$ cat src/rtl/load_store_unit.sv
// load_store_unit: dmem-side load/store stage with byte lanes and load extension.
// Define MISALIGN_SPLIT_EN to split misaligned accesses into two word accesses.
module load_store_unit #(
    parameter int ADDR_WIDTH = 14
) (
    input  logic                  clk,
    input  logic                  rst,
    input  logic                  req_valid,
    output logic                  req_ready,
    input  logic                  req_we,
    input  logic [1:0]            req_size,
    input  logic                  req_unsigned,
    input  logic [31:0]           req_addr,
    input  logic [31:0]           req_wdata,
    output logic                  rsp_valid,
    output logic [31:0]           rsp_rdata,
    output logic                  rsp_err,
    output logic                  mem_en,
    output logic [3:0]            mem_we,
    output logic [ADDR_WIDTH-1:0] mem_addr,
    output logic [31:0]           mem_wdata,
    input  logic [31:0]           mem_rdata
);
    typedef enum logic [2:0] {IDLE, ACC0, ACC1, WAIT, RESP} state_e;

    state_e                state_q, state_d;
    logic                  we_q, we_d;
    logic                  uns_q, uns_d;
    logic                  ready_q, ready_d;
    logic                  err_q, err_d;
    logic [1:0]            size_q, size_d;
    logic [1:0]            off_q, off_d;
    logic [ADDR_WIDTH-1:0] addr_q, addr_d;
    logic [31:0]           wdata_q, wdata_d;
    logic [31:0]           rdata_q, rdata_d;

    logic [2:0]            req_bytes;
    logic                  req_mis;
    logic                  req_bad;
    logic [3:0]            mask4;
    logic [3:0]            we_lo;
    logic [31:0]           lane_lo;
    logic [31:0]           ld_word;
    logic [31:0]           ld_ext;
    logic                  unused_addr;
`ifdef MISALIGN_SPLIT_EN
    logic                  mis_q, mis_d;
    logic [31:0]           word0_q, word0_d;
    logic [63:0]           lane64;
    logic [63:0]           ld_pair;
    logic [7:0]            mask8;
    logic [3:0]            we_hi;
    logic [31:0]           lane_hi;
`endif

    assign unused_addr = ^req_addr[31:ADDR_WIDTH+2];

    assign req_ready = ready_q;
    assign rsp_valid = (state_q == RESP);
    assign rsp_rdata = rdata_q;
    assign rsp_err   = err_q;

    always_comb begin
        unique case (req_size)
            2'b00:   req_bytes = 3'd1;
            2'b01:   req_bytes = 3'd2;
            default: req_bytes = 3'd4;
        endcase
        req_mis = ({1'b0, req_addr[1:0]} + req_bytes) > 3'd4;
`ifdef MISALIGN_SPLIT_EN
        req_bad = (req_size == 2'b11);
`else
        req_bad = (req_size == 2'b11) || req_mis;
`endif
    end

    always_comb begin
        unique case (size_q)
            2'b00:   mask4 = 4'b0001;
            2'b01:   mask4 = 4'b0011;
            default: mask4 = 4'b1111;
        endcase
`ifdef MISALIGN_SPLIT_EN
        lane64  = {32'b0, wdata_q} << {off_q, 3'b000};
        mask8   = {4'b0, mask4} << off_q;
        lane_lo = lane64[31:0];
        lane_hi = lane64[63:32];
        we_lo   = mask8[3:0];
        we_hi   = mask8[7:4];
        // Split loads see word A from ACC1 and word A+1 live on the bus.
        ld_pair = mis_q ? {mem_rdata, word0_q} : {32'b0, mem_rdata};
        ld_word = 32'(ld_pair >> {off_q, 3'b000});
`else
        lane_lo = wdata_q << {off_q, 3'b000};
        we_lo   = mask4 << off_q;
        ld_word = mem_rdata >> {off_q, 3'b000};
`endif
        unique case (size_q)
            2'b00:   ld_ext = {{24{ld_word[7] & ~uns_q}}, ld_word[7:0]};
            2'b01:   ld_ext = {{16{ld_word[15] & ~uns_q}}, ld_word[15:0]};
            default: ld_ext = ld_word;
        endcase
    end

    always_comb begin
        state_d   = state_q;
        we_d      = we_q;
        uns_d     = uns_q;
        size_d    = size_q;
        off_d     = off_q;
        addr_d    = addr_q;
        wdata_d   = wdata_q;
`ifdef MISALIGN_SPLIT_EN
        mis_d     = mis_q;
        word0_d   = word0_q;
`endif
        err_d     = 1'b0;
        rdata_d   = 32'b0;
        mem_en    = 1'b0;
        mem_we    = 4'b0;
        mem_addr  = '0;
        mem_wdata = 32'b0;
        unique case (state_q)
            IDLE: begin
                if (req_valid) begin
                    we_d    = req_we;
                    uns_d   = req_unsigned;
                    size_d  = req_size;
                    off_d   = req_addr[1:0];
                    addr_d  = req_addr[ADDR_WIDTH+1:2];
                    wdata_d = req_wdata;
`ifdef MISALIGN_SPLIT_EN
                    mis_d   = req_mis;
`endif
                    if (req_bad) begin
                        err_d   = 1'b1;
                        state_d = RESP;
                    end else begin
                        state_d = ACC0;
                    end
                end
            end
            ACC0: begin
                mem_en    = 1'b1;
                mem_addr  = addr_q;
                mem_we    = we_q ? we_lo : 4'b0;
                mem_wdata = lane_lo;
`ifdef MISALIGN_SPLIT_EN
                if (mis_q) state_d = ACC1;
                else state_d = we_q ? RESP : WAIT;
`else
                state_d   = we_q ? RESP : WAIT;
`endif
            end
`ifdef MISALIGN_SPLIT_EN
            ACC1: begin
                mem_en    = 1'b1;
                mem_addr  = addr_q + ADDR_WIDTH'(1);
                mem_we    = we_q ? we_hi : 4'b0;
                mem_wdata = lane_hi;
                word0_d   = mem_rdata;
                state_d   = we_q ? RESP : WAIT;
            end
`endif
            WAIT: begin
                rdata_d = ld_ext;
                state_d = RESP;
            end
            RESP:    state_d = IDLE;
            default: state_d = IDLE;
        endcase
        ready_d = (state_d == IDLE);
    end

    always_ff @(posedge clk or negedge rst) begin
        if (!rst) begin
            state_q <= IDLE;
            we_q    <= 1'b0;
            uns_q   <= 1'b0;
            ready_q <= 1'b0;
            err_q   <= 1'b0;
            size_q  <= 2'b0;
            off_q   <= 2'b0;
            addr_q  <= '0;
            wdata_q <= 32'b0;
            rdata_q <= 32'b0;
`ifdef MISALIGN_SPLIT_EN
            mis_q   <= 1'b0;
            word0_q <= 32'b0;
`endif
        end else begin
            state_q <= state_d;
            we_q    <= we_d;
            uns_q   <= uns_d;
            ready_q <= ready_d;
            err_q   <= err_d;
            size_q  <= size_d;
            off_q   <= off_d;
            addr_q  <= addr_d;
            wdata_q <= wdata_d;
            rdata_q <= rdata_d;
`ifdef MISALIGN_SPLIT_EN
            mis_q   <= mis_d;
            word0_q <= word0_d;
`endif
        end
    end
endmodule

$ cat config.mk
export PLATFORM = sky130hd
export DESIGN_NAME = load_store_unit
export DESIGN_NICKNAME = d
export VERILOG_FILES = /design/src/rtl/load_store_unit.sv
export SDC_FILE = /design/constraint.sdc
export NUM_CORES = 1
export LEC_CHECK = 0
export CORE_ASPECT_RATIO = 2
export CORE_MARGIN = 2
export CORE_UTILIZATION = 35
export CTS_BUF_LIST = sky130_fd_sc_hd__clkbuf_16
export CTS_CLUSTER_SIZE = 20
export DETAILED_ROUTE_END_ITERATION = 10
export PLACE_DENSITY = 0.66
export SLEW_MARGIN = 20
export SYNTH_ARGS = -nofsm -noshare
export SYNTH_HDL_FRONTEND = slang
export SYNTH_SLANG_ARGS = --single-unit
$ cat constraint.sdc
create_clock -name clk -period 2.37 [get_ports clk]
set_input_delay 0.711 -clock clk [delete_from_list [all_inputs] [get_ports clk]]
set_output_delay 0.711 -clock clk [all_outputs]
set_load 0.02 [all_outputs]
==> flow_metrics.tcl <==
set metrics [dict create \
    status "finished with violations" \
    violations "negative setup slack" \
    sw_frac_of_total_pct 41.4 \
    die_w_microns 83.6 \
    die_h_microns 163 \
    ys_seq_elements 89 \
    period_minus_slack_ps 2500 \
    cts_root_buffer "clkbuf_16" \
    fin_util_pct 57.5 \
    dp.cells 833 \
    globalRoute.totalOverflow 0 \
    fmax_mhz 400 \
    postPlaceCellArea_sq_um 6560 \
    p_seq_share_pct 28.9 \
    final-hold-violation-count 0 \
    startpoint_type "flip-flop" \
    area_growth_pct 61.9 \
    p_switching_w 0.00352 \
    grt_setup_unrepaired "yes" \
    yosysSeqAreaShare_pct 50.2 \
    peakVddDrop_uv 722 \
    hold_path_class "input port to async pin" \
    crit_chain "or4b_4 > buf_4 > nor2_1 > buf_4" \
    fillers 1112 \
    clockPowerShare_pct 16.2 \
    synth.top_cell.area_share_pct 50.2 \
    ant_nets 0 \
    period_share_pct 105 \
    cts_buffers 9 \
    synth_most_common_cell "nand2_1" \
    power.internal_w 0.00499 \
    grt_max_degree 39 \
    initial_core_util_pct 35.6 \
    end_kind "output port" \
    first_global_vias 4343 \
    drive_above_1_share_pct 24.6 \
    wl_per_cell_microns 16.5 \
    synthFlopType "dfrtp_1" \
    numPortBuffers 172 \
    rows 58 \
    worst_path_max_delay_cell "or4b_4" \
    async_reset_ff_share_pct 100 \
    p_per_area_nw_per_um2 1180 \
    design_power_total_w 0.00851 \
    timing.final.ws_setup_ps -127 \
    p_leak_nw 3.42 \
    clock_sinks 89 \
    viasPerCell 4.97 \
    finalClockSkew_ps 10.0 \
    synthTopCellsByArea "dfrtp_1 (50%), nand2_1 (14%), mux2i_1 (7.2%)" \
    cts_tree "built" \
    critPathKind "flip-flop to output port" \
    crit_required_ps 1660 \
    relSlewSlack_pct 52.8 \
    comb_power_share_pct 54.9 \
    vias 4265 \
    crit_fanout 8 \
    clockBufferDepth 2 \
    clk_latency_ps 340 \
    routed_wl_mm 14.1 \
    cts_max_level 3 \
    yosysTopAreaCell "dfrtp_1" \
    clk_pin_slew_ps 60 \
    track_usage_pct 20.3 \
    first_pass_iters 4 \
    crit_top_cell "buf_4" \
    synth_edf_count 0 \
    drc 0 \
    final_area_sq_um 7180 \
    critical_path.max_stage_delay_ps 570 \
    instances_no_fill 858 \
    grt_pass1_wl_mm 21.6 \
    core_sq_um 12500 \
    place_congestion 0.898 \
    syn_area_per_cell_sq_um 8.70 \
    yosys_warnings 0 \
    cp.buffers_inverters 2 \
    drv_slew 0 \
    synth_commonest_cells "nand2_1 (170), dfrtp_1 (89), nor2_1 (49)" \
    synth_cell_type_count 34 \
    tightest_slew_ps 705 \
    finalSetupViolations 30 \
    dp.final_hpwl_mm 10.4 \
    syn_inst 510 \
    cp_top_family "simple AND/OR/NAND/NOR gates" \
    fin_setup_tns_ps -2200 \
    cap_violations 0 \
    die-area_sq_um 13700 \
    synth_fp_nets 615 \
    antenna_found_initial 2 \
    arrival_ps 1790 \
    fin_nets 806 \
    boundaryPins 189 \
    drtIter0Drc 185 \
    synth_area_sq_um 4440 \
]
==> placed cells by master, fill, tap and decap left out, types with 7 or more instances in the layout <==
cell type,n
a211oi_2,12
clkbuf_16,10
buf_4,53
clkdlybuf4s50_1,116
mux2i_1,26
buf_6,31
nor2b_1,10
a211oi_1,29
nand2_1,169
and2_4,21
dfrtp_1,87
o21ai_0,11
a21oi_1,9
nor2_1,47
buf_12,7
==> logic make-up (layout without fill, tap and decap cells) <==
group                      Yosys count  after routing  synth area share, %
xor gates and xnor gates             1              1                0.197
other                                0              2                    0
AOI/OAI and AO/OA                   69             69                 10.6
DFF                                 89             89                 50.2
muxes                               34             34                 7.72
buffers and inverters               41            237                 4.09
and+or+nand+nor                    274            274                 26.5
adders and majority gates            2              2                0.733
==> metal layers <==
metal	vias to the layer above	track usage, %	wire [microns]
li1	2066	-	-
met5	-	0	0
met1	2031	20.9	5110
met3	28	3.79	624
met2	140	38.0	7870
met4	0	10.9	512
==> sequential cells by signal (all words and copies together), names as in the netlist <==
signal     cells
addr_q        14
we_q           1
rsp_rdata     32
wdata_q       32
req_ready      1
state_q        3
uns_q          1
size_q         2
rsp_err        1
off_q          2
==> path summary, 6_finish.rpt <==
path / from / to / slack [ps] / cells past startpoint
min reg2reg: wdata_q[24] / wdata_q[24] / 470 / 2
max in group asynchronous: rst / off_q[0] / 1490 / 2
min: rst / wdata_q[3] / 320 / 1
max: state_q[2] / mem_wdata[8] / -130 / 4
max reg2reg: off_q[1] / rsp_rdata[20] / 140 / 7
min in group clk: wdata_q[24] / wdata_q[24] / 470 / 2
==> timing repair <==
item | in CTS | in global routing
pin swaps | 7 | 25
hold buffers | 0 | 0
endpoints found under the hold margin | 0 | 0
endpoints found under the setup margin | 61 | 52
resized for setup | 274 | 90
buffers inserted | 2 | 2
cloned | 2 | 1
==> layout make-up <==
cell class              count  area [sq um]  share of cell area, %
inverters                   5          18.8                  0.261
diodes                      2          5.00                 0.0697
clock inverters             7          62.6                  0.871
multi-input cells         380          2290                   31.9
well taps                 150           188                   2.61
clock buffers               9           225                   3.14
flip-flops and latches     89          2230                   31.0
repair buffers            216          2160                   30.1
==> stage by stage <==
stage          setup WS [ps]  hold slack (ps)
2_1_floorplan           73.4              415
3_3_place_gp            -359              451
3_5_place_dp            -388              454
4_1_cts                 -193              332
5_1_grt                 -195              349
6_report                -127              320
==> power by group through the flow <==
stage | Sequential, W | Clock [W] | Combinational, W
final | 0.00246 | 0.00138 | 0.00467
after detailed placement | 0.00240 | 0 | 0.00410
after global placement | 0.00238 | 0 | 0.00403
after global routing | 0.00252 | 0.00149 | 0.00506
after CTS | 0.00240 | 0.00141 | 0.00420
after floorplan | 0.00234 | 0 | 0.00243
No activity file was read; power rests on OpenSTA's default activity.
